==> config.mk <==
export PLATFORM = sky130hd
export DESIGN_NAME = unary_multiply_const
export DESIGN_NICKNAME = d
export VERILOG_FILES = /design/src/rtl/unary_pkg.sv /design/src/rtl/unary_bound_calc.sv /design/src/rtl/unary_multiply_const.sv
export SDC_FILE = /design/constraint.sdc
export NUM_CORES = 1
export LEC_CHECK = 0
export ABC_AREA = 1
export CAP_MARGIN = 0
export CORE_MARGIN = 2
export CORE_UTILIZATION = 31
export DETAILED_ROUTE_END_ITERATION = 8
export PLACE_DENSITY_LB_ADDON = 0.1
export SYNTH_ARGS = -nofsm -noshare
export SYNTH_HDL_FRONTEND = slang
export SYNTH_HIERARCHICAL = 1
export SYNTH_SLANG_ARGS = --single-unit
export TNS_END_PERCENT = 1
==> constraint.sdc <==
create_clock -name clk -period 6.4 [get_ports clk]
set_clock_uncertainty 0.15 [all_clocks]
set_input_delay 0.96 -clock clk [delete_from_list [all_inputs] [get_ports clk]]
set_output_delay 0.96 -clock clk [all_outputs]
set_load 0.01 [all_outputs]
==> src/rtl/unary_pkg.sv <==
// Shared types and width helpers for the unary bitstream scalers.
package unary_pkg;

   typedef enum logic [1:0] {
      S_RUN   = 2'd0,
      S_FLUSH = 2'd1,
      S_DONE  = 2'd2
   } state_e;

   function automatic int cnt_width(input int n);
      return $clog2(n + 1);
   endfunction

   // Bounds hold up to K*N, so they need log2(K+1) bits beyond the counters.
   function automatic int bound_width(input int cw, input int k);
      return cw + $clog2(k + 1);
   endfunction

endpackage

==> src/rtl/unary_bound_calc.sv <==
// Combinational bound and commit decision for a constant-K unary scaler.
module unary_bound_calc
   import unary_pkg::*;
#(
   parameter int N       = 32,
   parameter int K       = 2,
   parameter int EPSILON = 0,
   parameter int CW      = cnt_width(N),
   parameter int BW      = bound_width(CW, K)
) (
   input  logic [CW-1:0] k_i,
   input  logic [CW-1:0] p_i,
   input  logic [CW-1:0] m_i,
   input  logic [CW-1:0] q_i,
   output logic          commit_o,
   output logic          bit_o
);

   localparam int            EPS_C = (EPSILON > N) ? N : EPSILON;
   localparam logic [BW-1:0] N_B   = BW'(N);
   localparam logic [BW-1:0] K_B   = BW'(K);
   localparam logic [BW-1:0] EPS_B = BW'(EPS_C);
   localparam logic [CW-1:0] N_C   = CW'(N);

   logic [BW-1:0] prod_lo, prod_hi, lo, hi, q_b, r_b;
   logic          active, need_one, can_zero;

   // Products are clamped to N before any compare.
   assign prod_lo = K_B * BW'(p_i);
   assign prod_hi = K_B * (BW'(p_i) + N_B - BW'(k_i));
   assign lo      = (prod_lo > N_B) ? N_B : prod_lo;
   assign hi      = (prod_hi > N_B) ? N_B : prod_hi;
   assign q_b     = BW'(q_i);
   assign r_b     = N_B - BW'(m_i);

   // No output before the first accepted input, none past the frame end.
   assign active   = (m_i < N_C) && (k_i != '0);
   assign need_one = (q_b < lo) || ((q_b + r_b) <= lo);
   assign can_zero = (q_b + r_b - BW'(1)) >= hi;

   always_comb begin
      commit_o = 1'b0;
      bit_o    = 1'b0;
      if (active) begin
         if (need_one) begin
            commit_o = 1'b1;
            bit_o    = 1'b1;
         end else if (can_zero) begin
            commit_o = 1'b1;
         end else if ((hi - lo) <= EPS_B) begin
            commit_o = 1'b1;
            bit_o    = ((q_b + q_b) < (lo + hi));
         end
      end
   end

endmodule

==> src/rtl/unary_multiply_const.sv <==
// Unary bitstream multiply by constant K with min(N, K*P) saturation.
// Optional sat flag port enabled by defining UNARY_MUL_SAT_FLAG_EN.
module unary_multiply_const
   import unary_pkg::*;
#(
   parameter int INPUT_WIDTH = 32,
   parameter int SCALE       = 2,
   parameter int EPSILON     = 0,
   parameter int COUNT_WIDTH = $clog2(INPUT_WIDTH + 1)
) (
   input  logic clk,
   input  logic reset,
   input  logic a,
   input  logic a_valid,
   output logic a_ready,
   output logic y,
   output logic y_valid,
   input  logic y_ready,
   output logic done
`ifdef UNARY_MUL_SAT_FLAG_EN
   ,
   output logic sat
`endif
);

   // state   | meaning
   // S_RUN   | accepting input bits and committing output bits
   // S_FLUSH | all N inputs taken, committing remaining outputs
   // S_DONE  | one-cycle frame end, counters cleared

   localparam int                     BW  = bound_width(COUNT_WIDTH, SCALE);
   localparam logic [COUNT_WIDTH-1:0] N_C = COUNT_WIDTH'(INPUT_WIDTH);
   localparam logic [COUNT_WIDTH-1:0] ONE = COUNT_WIDTH'(1);

   state_e                 state_q, state_d;
   logic [COUNT_WIDTH-1:0] k_q, k_d, p_q, p_d, m_q, m_d, q_q, q_d;
   logic                   y_q, y_d, y_valid_q, y_valid_d;
   logic                   calc_commit, calc_bit, commit_now, accept, out_free;

   unary_bound_calc #(
      .N       (INPUT_WIDTH),
      .K       (SCALE),
      .EPSILON (EPSILON),
      .CW      (COUNT_WIDTH),
      .BW      (BW)
   ) u_bound (
      .k_i      (k_q),
      .p_i      (p_q),
      .m_i      (m_q),
      .q_i      (q_q),
      .commit_o (calc_commit),
      .bit_o    (calc_bit)
   );

   assign a_ready    = (state_q == S_RUN) && (k_q < N_C);
   assign accept     = a_valid && a_ready;
   assign out_free   = !y_valid_q || y_ready;
   assign commit_now = calc_commit && out_free && (state_q != S_DONE);

   always_comb begin
      state_d   = state_q;
      k_d       = k_q;
      p_d       = p_q;
      m_d       = m_q;
      q_d       = q_q;
      y_d       = y_q;
      y_valid_d = y_valid_q;

      if (accept) begin
         k_d = k_q + ONE;
         p_d = p_q + COUNT_WIDTH'(a);
      end
      if (y_valid_q && y_ready) y_valid_d = 1'b0;
      // Decision comes from the registered counters, before this cycle's accept.
      if (commit_now) begin
         y_d       = calc_bit;
         y_valid_d = 1'b1;
         m_d       = m_q + ONE;
         if (calc_bit) q_d = q_q + ONE;
      end

      case (state_q)
         S_RUN: begin
            if (k_d == N_C) state_d = S_FLUSH;
         end
         S_FLUSH: begin
            if ((m_q == N_C) && out_free) state_d = S_DONE;
         end
         S_DONE: begin
            state_d = S_RUN;
            k_d     = '0;
            p_d     = '0;
            m_d     = '0;
            q_d     = '0;
         end
         default: state_d = S_RUN;
      endcase
   end

   always_ff @(posedge clk) begin
      if (reset) begin
         state_q   <= S_RUN;
         k_q       <= '0;
         p_q       <= '0;
         m_q       <= '0;
         q_q       <= '0;
         y_q       <= 1'b0;
         y_valid_q <= 1'b0;
      end else begin
         state_q   <= state_d;
         k_q       <= k_d;
         p_q       <= p_d;
         m_q       <= m_d;
         q_q       <= q_d;
         y_q       <= y_d;
         y_valid_q <= y_valid_d;
      end
   end

   assign y       = y_q;
   assign y_valid = y_valid_q;
   assign done    = (state_q == S_DONE);

`ifdef UNARY_MUL_SAT_FLAG_EN
   logic          sat_q, sat_d;
   logic [BW-1:0] kp_next;

   assign kp_next = BW'(SCALE) * BW'(p_d);

   // Sticky for the frame; already low while the frame-end cycle is shown.
   always_comb begin
      sat_d = sat_q || (kp_next > BW'(INPUT_WIDTH));
      if (state_d == S_DONE) sat_d = 1'b0;
   end

   always_ff @(posedge clk) begin
      if (reset) sat_q <= 1'b0;
      else       sat_q <= sat_d;
   end

   assign sat = sat_q;
`endif

endmodule
==> flow_summary_export.csv <==
group,metric,value,unit
route,route.layer.met1.wl,3910,um
clock_tree,cts_hold_buf,0,
layout,area_growth_syn_to_layout,9.47,%
global_routing,number_of_global_route_vias_before_repair,2856,
power,p_sw_frac,0.432,
worst_setup_path,cp_slowest_cell,"sky130_fd_sc_hd__dfxtp_1",
synthesis,synth.top_cell.area_share,0.222,
die,floorplan_die_width,108,um
global_routing,grt.overflow.total,0,
clock_tree,cts_tree,"built",
power,finalPower,0.803,mW
timing,maxClockFrequency,197,MHz
synthesis,synthesis.instances,486,
worst_setup_path,cell_seen_most_often_among_critical_path_stages,"sky130_fd_sc_hd__nand2_1",
route,dr.pass1.iters,4,
clock_tree,clock-sinks,28,
route,topRoutingLayerUsed,"met4",
die,die_area,0.0116,mm2
timing,setup-violations-final,0,
synthesis,synthDominantAreaCellType,"sky130_fd_sc_hd__ha_1",
power,p_sw,0.347,mW
worst_setup_path,worst-setup-path-type,"register to register",
clock_tree,worst_skew_pair.late_latency,280,ps
flow_run,drv.max_cap_violation_count,0,
route,met2_routed_length,3550,um
synthesis,ys_seq_elements,28,
synthesis,synth.avg_cell_area,6.85,um2
placed_design,dpl.hpwl,6390,um
route,detail_route.wl_per_cell,12.1,um
synthesis,synthesis.area,0.00333,mm2
clock_tree,htreeDepth,1,
timing,maxSlewViolCount,0,
global_routing,grt_first_pass_wirelength,13300,um
placed_design,place.gp.congestion,0.829,
die,io_pins,9,
clock_tree,clock_tree.root_cell,"sky130_fd_sc_hd__clkbuf_8",
route,postRouteAntennaNets,0,
die,die_height,108,um
worst_setup_path,critical_path.startpoint_type,"register",
clock_tree,cts-buffers-inserted,3,
route,vias_per_cell,4.62,
min_path,hold_class,"register to register",
worst_setup_path,crit_required,6460,ps
worst_setup_path,cp-end-kind,"register",
synthesis,synth_sequential_area_ratio,0.168,
layout,share_of_cells_above_drive_strength_1,0.0701,
clock_tree,cts_setup_buffers,0,
die,start_util,0.321,
route,initialDrtViolationCount,126,
route,num_vias,2936,
power,power.share.clock,0.174,
timing,report.final.hold_viol_count,0,
outcome,outcome,"completed",
timing,rsz0062_at_grt,"no",
worst_setup_path,worst-endpoint-arrival,5150,ps
worst_setup_path,crit_path_max_fanout,5,
global_routing,grt_antenna_before_repair,0,
synthesis,ys_types,38,
timing,shortest_clock_period_the_worst_path_allows_after_layout,5080,ps
die,core_area,0.0104,mm2
route,remaining_drc_errors,0,
timing,fin_worst_hold_slack,331,ps
global_routing,grt_max_degree,17,
placed_design,port_buffers,8,
timing,max-slew-margin-rel,0.547,
power,max-vdd-ir-drop,0.222,mV
power,seqPwrFrac,0.242,
clock_tree,cts_buffer_depth,2,
global_routing,grt_util_all_layers,0.142,
timing,tns,0,ps
die,rows,37,
power,power.internal,0.456,mW
route,routed_wl,7660,um
power,p_comb_frac,0.584,
route,met3RoutedLength,139,um
worst_setup_path,critPathMaxStageDelay,420,ps
power,pwr_density_cell,220,mW/mm2
layout,antennaDiodeCount,0,
synthesis,netlist_top_cells_area,"sky130_fd_sc_hd__ha_1, sky130_fd_sc_hd__dfxtp_1, sky130_fd_sc_hd__nand2_1",
clock_tree,worst_setup_hold_path_clk_slew,100,ps
timing,tightestPinTransition,678,ps
synthesis,synthesis.yosys.warnings,6,
timing,timing.final.crit_share,0.794,
clock_tree,postCtsResizedCells,0,
worst_setup_path,path_delay_family,"adder cells",
power,leakage,1.83,nW
worst_setup_path,worst-path-buf-inv,4,
layout,design.final.nets,567,
## synth_stat cells (all sizes together)
cell,n
dfxtp,28
inv,94
conb,2
buf,4
nor4,2
nand4,10
nor3b,3
and3,3
or2,2
nand3,34
fa,3
xor2,15
a21o,1
o21bai,4
o211ai,1
o21ai,15
xnor2,10
ha,59
a31oi,4
nor2,46
nand3b,2
o21a,2
o31ai,1
a21oi,38
nand2,93
nor3,10
## worst min-delay path, cell delays in order (launching register included)
cell and delay (ps):
sky130_fd_sc_hd__dfxtp_1 330, sky130_fd_sc_hd__nand2_1 60, sky130_fd_sc_hd__a21oi_1 50
## cell usage in the layout (no fill, tap or decap), types with 7 or more instances in the layout
master,netlist,final
sky130_fd_sc_hd__conb_1,2,7
sky130_fd_sc_hd__nand4_1,10,10
sky130_fd_sc_hd__dfxtp_1,28,28
sky130_fd_sc_hd__nor3_1,10,10
sky130_fd_sc_hd__inv_2,8,8
sky130_fd_sc_hd__inv_1,86,86
sky130_fd_sc_hd__xor2_1,12,12
sky130_fd_sc_hd__ha_1,59,59
sky130_fd_sc_hd__nand3_1,30,30
sky130_fd_sc_hd__xnor2_1,8,8
sky130_fd_sc_hd__nand2_1,90,90
sky130_fd_sc_hd__a21oi_1,37,37
sky130_fd_sc_hd__clkdlybuf4s50_1,0,8
sky130_fd_sc_hd__nor2_1,41,41
sky130_fd_sc_hd__o21ai_0,12,12
## flip-flops by register name, indices dropped and copies added, names as in the netlist
| name | cells |
|---|---|
| y | 1 |
| state_q | 2 |
| k_q | 6 |
| m_q | 6 |
| q_q | 6 |
| p_q | 6 |
| y_valid | 1 |
## metrics by stage
| stage | area [um2] | instances | setup WS (ps) | utilization |
|---|---|---|---|---|
| after floorplan | 3350 | 491 | 1880 | - |
| after global placement | 3570 | 631 | 1440 | 0.345 |
| after detailed placement | 3570 | 631 | 1350 | 0.345 |
| after CTS | 3650 | 635 | 1320 | 0.352 |
| after global routing | 3650 | 635 | 759 | 0.352 |
| final | 3650 | 635 | 1320 | 0.352 |
## cells by family after synthesis
kind of cell	after synthesis	synth area share
simple gates	205	0.284
buf+inv	98	0.113
compound gates	66	0.109
fa+ha+maj	62	0.240
flops	28	0.168
xor+xnor	25	0.0838
other cells	2	0.00225
## path summary, 6_finish.rpt
kind	start	end	slack (ps)	cells past startpoint
worst max-delay path	k_q[1]$_SDFF_PP0_	q_q[5]$_SDFFE_PP0P_	1320	28
worst min register to register	y$_SDFFE_PP0P_	y$_SDFFE_PP0P_	330	2
worst max register to register	k_q[1]$_SDFF_PP0_	q_q[5]$_SDFFE_PP0P_	1320	28
worst min-delay path	y$_SDFFE_PP0P_	y$_SDFFE_PP0P_	330	2
## final cells by class
type	count	area [um2]
inverter	94	353
fill	1156	6720
tap	136	170
timing repair buffer	8	80.1
clock inverter	1	30.0
clock buffer	3	41.3
multi-input combinational	365	2410
sequential	28	561
## metal layers
| metal | GRT usage | vias up |
|---|---|---|
| met2 | 0.250 | 28 |
| met5 | 0 | - |
| met3 | 0.00847 | 4 |
| li1 | - | 1588 |
| met4 | 0.0247 | 0 |
| met1 | 0.193 | 1316 |
## power by group through the flow
stage	Clock (mW)	Combinational [mW]	Sequential, mW
after global routing	0.153	0.555	0.196
final	0.140	0.469	0.194
after floorplan	0	0.377	0.196
after CTS	0.146	0.477	0.195
after global placement	0	0.467	0.198
after detailed placement	0	0.474	0.199
Note: power is estimated with default switching activity, not from simulation.
